<file path="src/rtl/md5_pad_feeder.sv">
// MD5 message padder: packs a byte stream into 512-bit blocks with 0x80 marker,
// zero fill and a little-endian bit length. Define MD5_PAD_FULL_LEN_EN for a 61-bit byte counter.
module md5_pad_feeder (
    input  logic         clk,
    input  logic         reset,
    input  logic [7:0]   in_data,
    input  logic         in_valid,
    input  logic         in_last,
    input  logic         in_empty,
    output logic         in_ready,
    output logic [511:0] blk_data,
    output logic         blk_valid,
    input  logic         blk_ready,
    output logic         blk_first,
    output logic         blk_last
);

`ifdef MD5_PAD_FULL_LEN_EN
    localparam int CNT_W = 61;
`else
    localparam int CNT_W = 29;
`endif

    typedef enum logic [1:0] {FILL, PAD, EMIT, EXTRA} state_t;

    state_t           state;
    logic [6:0]       idx;
    logic [CNT_W-1:0] byte_cnt;
    logic             final_q;
    logic             to_extra;
    logic             extra_mark;
    logic             first_q;
    logic [63:0]      bit_len;
    logic [511:0]     pad_blk;
    logic [511:0]     extra_blk;
    logic             accept;

    assign bit_len = 64'({byte_cnt, 3'b000});
    assign accept  = in_valid && in_ready;

    // Bytes past the marker may hold stale data from an earlier non-final block, so zero them here.
    always_comb begin
        pad_blk = blk_data;
        for (int k = 0; k < 64; k++) begin
            if (7'(k) == idx)
                pad_blk[8*k +: 8] = 8'h80;
            else if (7'(k) > idx)
                pad_blk[8*k +: 8] = 8'h00;
        end
        if (idx <= 7'd55)
            pad_blk[511:448] = bit_len;
    end

    always_comb begin
        extra_blk          = {bit_len, 448'b0};
        extra_blk[7:0]     = extra_mark ? 8'h80 : 8'h00;
    end

    // NOTE: all state here is sequential, so every assignment in this block is non-blocking.
    always_ff @(posedge clk) begin
        if (reset) begin
            state      <= FILL;
            idx        <= '0;
            byte_cnt   <= '0;
            blk_data   <= '0;
            in_ready   <= 1'b1;
            blk_valid  <= 1'b0;
            blk_first  <= 1'b0;
            blk_last   <= 1'b0;
            final_q    <= 1'b0;
            to_extra   <= 1'b0;
            extra_mark <= 1'b0;
            first_q    <= 1'b1;
        end else begin
            case (state)
                FILL: begin
                    if (accept) begin
                        if (in_empty) begin
                            state    <= PAD;
                            in_ready <= 1'b0;
                        end else begin
                            blk_data[{idx[5:0], 3'b000} +: 8] <= in_data;
                            idx      <= idx + 7'd1;
                            byte_cnt <= byte_cnt + 1'b1;
                            if (in_last) begin
                                state    <= PAD;
                                in_ready <= 1'b0;
                            end else if (idx == 7'd63) begin
                                state     <= EMIT;
                                in_ready  <= 1'b0;
                                blk_valid <= 1'b1;
                                blk_first <= first_q;
                                blk_last  <= 1'b0;
                                final_q   <= 1'b0;
                                to_extra  <= 1'b0;
                            end
                        end
                    end
                end
                PAD: begin
                    blk_data   <= pad_blk;
                    state      <= EMIT;
                    blk_valid  <= 1'b1;
                    blk_first  <= first_q;
                    final_q    <= (idx <= 7'd55);
                    blk_last   <= (idx <= 7'd55);
                    to_extra   <= (idx > 7'd55);
                    extra_mark <= (idx == 7'd64);
                end
                EXTRA: begin
                    blk_data  <= extra_blk;
                    state     <= EMIT;
                    blk_valid <= 1'b1;
                    blk_first <= first_q;
                    blk_last  <= 1'b1;
                    final_q   <= 1'b1;
                    to_extra  <= 1'b0;
                end
                EMIT: begin
                    if (blk_ready) begin
                        blk_valid <= 1'b0;
                        blk_first <= 1'b0;
                        blk_last  <= 1'b0;
                        first_q   <= final_q;
                        if (final_q) begin
                            state    <= FILL;
                            in_ready <= 1'b1;
                            idx      <= '0;
                            byte_cnt <= '0;
                            blk_data <= '0;
                        end else if (to_extra) begin
                            state <= EXTRA;
                        end else begin
                            state    <= FILL;
                            in_ready <= 1'b1;
                            idx      <= '0;
                        end
                    end
                end
                default: state <= FILL;
            endcase
        end
    end

endmodule

</file>
<file path="config.mk">
export PLATFORM = sky130hd
export DESIGN_NAME = md5_pad_feeder
export DESIGN_NICKNAME = d
export VERILOG_FILES = /design/src/rtl/md5_pad_feeder.sv
export SDC_FILE = /design/constraint.sdc
export NUM_CORES = 1
export LEC_CHECK = 0
export CORE_MARGIN = 1.5
export CORE_UTILIZATION = 45
export DETAILED_ROUTE_END_ITERATION = 6
export PLACE_DENSITY = 0.76
export SETUP_SLACK_MARGIN = 0.5
export SYNTH_ARGS = -nofsm -noshare
export SYNTH_HDL_FRONTEND = slang
export SYNTH_SLANG_ARGS = --single-unit
</file>
<file path="constraint.sdc">
create_clock -name clk -period 3.41 [get_ports clk]
set_input_delay 0.682 -clock clk [delete_from_list [all_inputs] [get_ports clk]]
set_output_delay 0.682 -clock clk [all_outputs]
set_load 0.005 [all_outputs]
</file>
==> impl_metrics.xml <==
<?xml version="1.0" encoding="UTF-8"?>
<metrics>
  <group name="outcome">
    <metric name="status" unit="">complete, no violations</metric>
  </group>
  <group name="cts">
    <metric name="clk_transition_reported_paths" unit="ns">0.06</metric>
    <metric name="cts_buffers" unit="">56</metric>
    <metric name="cts-root-to-sink-buffers" unit="">3</metric>
    <metric name="ctsRootBufferMaster" unit="">sky130_fd_sc_hd__clkbuf_16</metric>
    <metric name="cts_h_tree_depth" unit="">2</metric>
    <metric name="worst_skew_pair.late_latency" unit="ns">0.61</metric>
    <metric name="tritoncts" unit="">built</metric>
    <metric name="cts_num_sinks" unit="">558</metric>
  </group>
  <group name="timing">
    <metric name="finalSetupTns" unit="ns">0</metric>
    <metric name="tightestPinTransition" unit="ns">1.01</metric>
    <metric name="finalCriticalPeriod" unit="ns">2.94</metric>
    <metric name="final-hold-violation-count" unit="">0</metric>
    <metric name="finClkSkew" unit="ns">0.0123</metric>
    <metric name="slew_headroom" unit="%">32.2</metric>
    <metric name="final_min_period_over_clock_period" unit="%">86.2</metric>
    <metric name="final-max-slew-violation-count" unit="">0</metric>
    <metric name="timing.fmax" unit="MHz">340</metric>
    <metric name="report.final.setup_viol" unit="">0</metric>
    <metric name="setup_repair_after_global_routing_missed_its_margin" unit="">true</metric>
  </group>
  <group name="floorplan">
    <metric name="design.core.area" unit="um^2">49300</metric>
    <metric name="die_w" unit="um">227</metric>
    <metric name="floorplan.rows" unit="">81</metric>
    <metric name="num_io_pins" unit="">530</metric>
    <metric name="start_util" unit="%">45.9</metric>
    <metric name="die_area" unit="um^2">51500</metric>
    <metric name="die_height" unit="um">227</metric>
  </group>
  <group name="synthesis">
    <metric name="syn_area" unit="um^2">22600</metric>
    <metric name="netlist_instances" unit="">2385</metric>
    <metric name="syn-num-nets" unit="">2405</metric>
    <metric name="synth.lib_cells_used.distinct" unit="">91</metric>
    <metric name="synthFlopType" unit="">sky130_fd_sc_hd__dfxtp_1</metric>
    <metric name="synth_register_bits" unit="">558</metric>
    <metric name="yosys_warnings" unit="">0</metric>
    <metric name="synthArstFlopShare" unit="%">0</metric>
    <metric name="synth_enable_flop_cells" unit="">0</metric>
    <metric name="synth-seq-area-share" unit="%">49.5</metric>
    <metric name="synth_area_per_cell" unit="um^2">9.47</metric>
  </group>
  <group name="grt">
    <metric name="grt_start_max_net_pins" unit="">91</metric>
    <metric name="grt_pass1_wl" unit="um">152000</metric>
    <metric name="grt_antenna_before_repair" unit="">4</metric>
    <metric name="grt-ovfl-total" unit="">0</metric>
    <metric name="first_global_vias" unit="">23459</metric>
    <metric name="groute.usage.overall" unit="%">39.4</metric>
  </group>
  <group name="setup_path">
    <metric name="worst_ep_arrival_time" unit="ns">3.48</metric>
    <metric name="worstSetupPathType" unit="">flop to flop</metric>
    <metric name="critPathLaunchType" unit="">flop</metric>
    <metric name="critPathMaxFanout" unit="">21</metric>
    <metric name="cp_data_required_time" unit="ns">3.96</metric>
    <metric name="setup.worst_path.end_class" unit="">flop</metric>
    <metric name="r2r_cells" unit="">8</metric>
  </group>
  <group name="power_and_ir_drop">
    <metric name="pwr_density_cell" unit="nW/um^2">459</metric>
    <metric name="p_comb_share" unit="%">13.2</metric>
    <metric name="vdd_drop_max" unit="mV">0.400</metric>
    <metric name="power_leakage" unit="uW">0.0117</metric>
    <metric name="clock_power_share" unit="%">43.2</metric>
    <metric name="p_seq_share" unit="%">43.7</metric>
    <metric name="power.switching_fraction" unit="%">26.4</metric>
    <metric name="cell_internal_pwr" unit="uW">11200</metric>
    <metric name="power.net_switching" unit="uW">4030</metric>
  </group>
  <group name="min_path">
    <metric name="hp-class" unit="">flop to flop</metric>
    <metric name="min_path_cells" unit="">2</metric>
  </group>
  <group name="routing">
    <metric name="via_per_inst" unit="">6.25</metric>
    <metric name="first_pass_iters" unit="">7</metric>
    <metric name="routed_wirelength" unit="um">105000</metric>
    <metric name="routed_wire_length_per_instance" unit="um">27.2</metric>
    <metric name="ant_nets" unit="">0</metric>
    <metric name="post-route-drc-count" unit="">0</metric>
    <metric name="detailroute.via_count" unit="">24147</metric>
    <metric name="detail_route.iter0.violations" unit="">2568</metric>
  </group>
  <group name="final_layout">
    <metric name="layout-drive-gt1-share" unit="%">17.8</metric>
    <metric name="footprint_of_the_flip_flops_and_latches" unit="um^2">11200</metric>
    <metric name="multi_input_comb_area" unit="um^2">11000</metric>
    <metric name="area.growth.synth_to_final" unit="%">46.9</metric>
    <metric name="fillCellCount" unit="">3884</metric>
    <metric name="design.final.nets" unit="">3176</metric>
    <metric name="final_util" unit="%">67.4</metric>
  </group>
  <group name="placed_design">
    <metric name="routabilityCongestion" unit="">1.03</metric>
    <metric name="half_perimeter_wire_length_of_the_detailed_placement_result" unit="um">78400</metric>
    <metric name="port_buffers" unit="">529</metric>
  </group>
  <group name="job">
    <metric name="maxCapViolations" unit="">0</metric>
  </group>
</metrics>
-- cells in the final DEF, fill, tap and decap left out, drive strengths merged, types with 59 or more instances in the layout --
cell           instances
dfxtp                558
clkdlybuf4s50        528
buf                  345
nor2                 327
o2bb2ai              154
nand2                145
a22o                 135
nor3                 101
a21oi                 80
a22oi                 73
clkbuf                73
o21ai                 63
nand3                 59
-- path summary, 6_finish.rpt --
check / startpoint / end / slack (ns)
hold / removal: blk_data[147]$_SDFFE_PP0P_ / blk_data[147]$_SDFFE_PP0P_ / 0.46
setup reg to reg: idx[0]$_SDFFE_PP0P_ / blk_data[291]$_SDFFE_PP0P_ / 0.47
hold reg to reg: blk_data[147]$_SDFFE_PP0P_ / blk_data[147]$_SDFFE_PP0P_ / 0.46
setup / recovery: idx[0]$_SDFFE_PP0P_ / blk_data[291]$_SDFFE_PP0P_ / 0.47
-- Yosys cell counts (all sizes together), types with 41 or more instances --
| library cell | count | share of area, % |
|---|---|---|
| o2bb2ai | 154 | 6.0 |
| a22oi | 73 | 2.4 |
| nand2 | 145 | 2.4 |
| o21ai | 63 | 1.4 |
| nand3 | 59 | 1.3 |
| a211oi | 53 | 1.9 |
| clkbuf | 120 | 2.0 |
| a22o | 135 | 5.2 |
| nor3 | 101 | 2.4 |
| dfxtp | 558 | 49 |
| nor2 | 327 | 5.5 |
| buf | 41 | 0.95 |
| a21oi | 80 | 1.8 |
-- worst max-delay path: stages (launching register included) --
cell and delay (ns):
sky130_fd_sc_hd__dfxtp_2 0.34, sky130_fd_sc_hd__buf_4 0.32, sky130_fd_sc_hd__or3_1 0.35, sky130_fd_sc_hd__o22ai_2 0.21, sky130_fd_sc_hd__nor3_4 0.64, sky130_fd_sc_hd__a2111oi_2 0.17
sky130_fd_sc_hd__buf_4 0.20, sky130_fd_sc_hd__nor2_1 0.42, sky130_fd_sc_hd__a22o_1 0.22
-- area by class of cell --
type                            count  area share (%)
Antenna cell                        2          0.0151
Multi-Input combinational cell   1647            33.3
Clock buffer                       72            4.68
Inverter                           19           0.215
Timing Repair Buffer              874            24.4
Tap cell                          664            2.50
Clock inverter                     30            1.26
Sequential cell                   558            33.7
-- per-layer routing --
layer	wire [um]	up-vias	track usage [%]	share of wire [%]
li1	-	10566	-	-
met4	4650	6	16.9	4.4
met1	42300	11848	50.9	40
met5	37	-	0	0.035
met2	47400	1450	61.9	45
met3	11000	277	10.8	10
-- stage by stage --
step                cell area [um^2]  std cells  setup slack, ns  power (uW)  hold slack, ns
floorplan                      22700       2385            0.503        7650           0.426
global placement               30800       3753            0.211        8640           0.437
detailed placement             30800       3753            0.134        8650           0.445
CTS                            32900       3855            0.504       15100           0.459
global route                   33200       3864            0.380       15600           0.478
finish                         33200       3866            0.472       15200           0.458
-- power by group through the flow --
stage | registers [uW] | clock network, uW | logic (uW)
detailed placement | 6790 | 0 | 1860
CTS | 6650 | 6600 | 1880
floorplan | 6790 | 0 | 866
global placement | 6790 | 0 | 1850
global route | 6660 | 6860 | 2060
finish | 6650 | 6570 | 2000
-- what timing repair did --
item                                    4_1_cts  5_1_grt
hold buffers                                  0        0
resized for setup                            14       42
pin swaps                                     2        3
buffers inserted                              0        9
endpoints found under the setup margin      177      255
-- kinds of logic (layout without fill, tap and decap cells) --
family | Yosys count | after routing | synth area share, %
simple gates | 811 | 811 | 17.2
compound gates | 781 | 781 | 27.8
flops | 558 | 558 | 49.5
buf+inv | 180 | 995 | 3.26
xor+xnor | 31 | 31 | 1.24
mux | 18 | 18 | 0.798
fa+ha+maj | 6 | 6 | 0.332
other cells | 0 | 2 | 0
No activity file was read; power rests on OpenSTA's default activity.
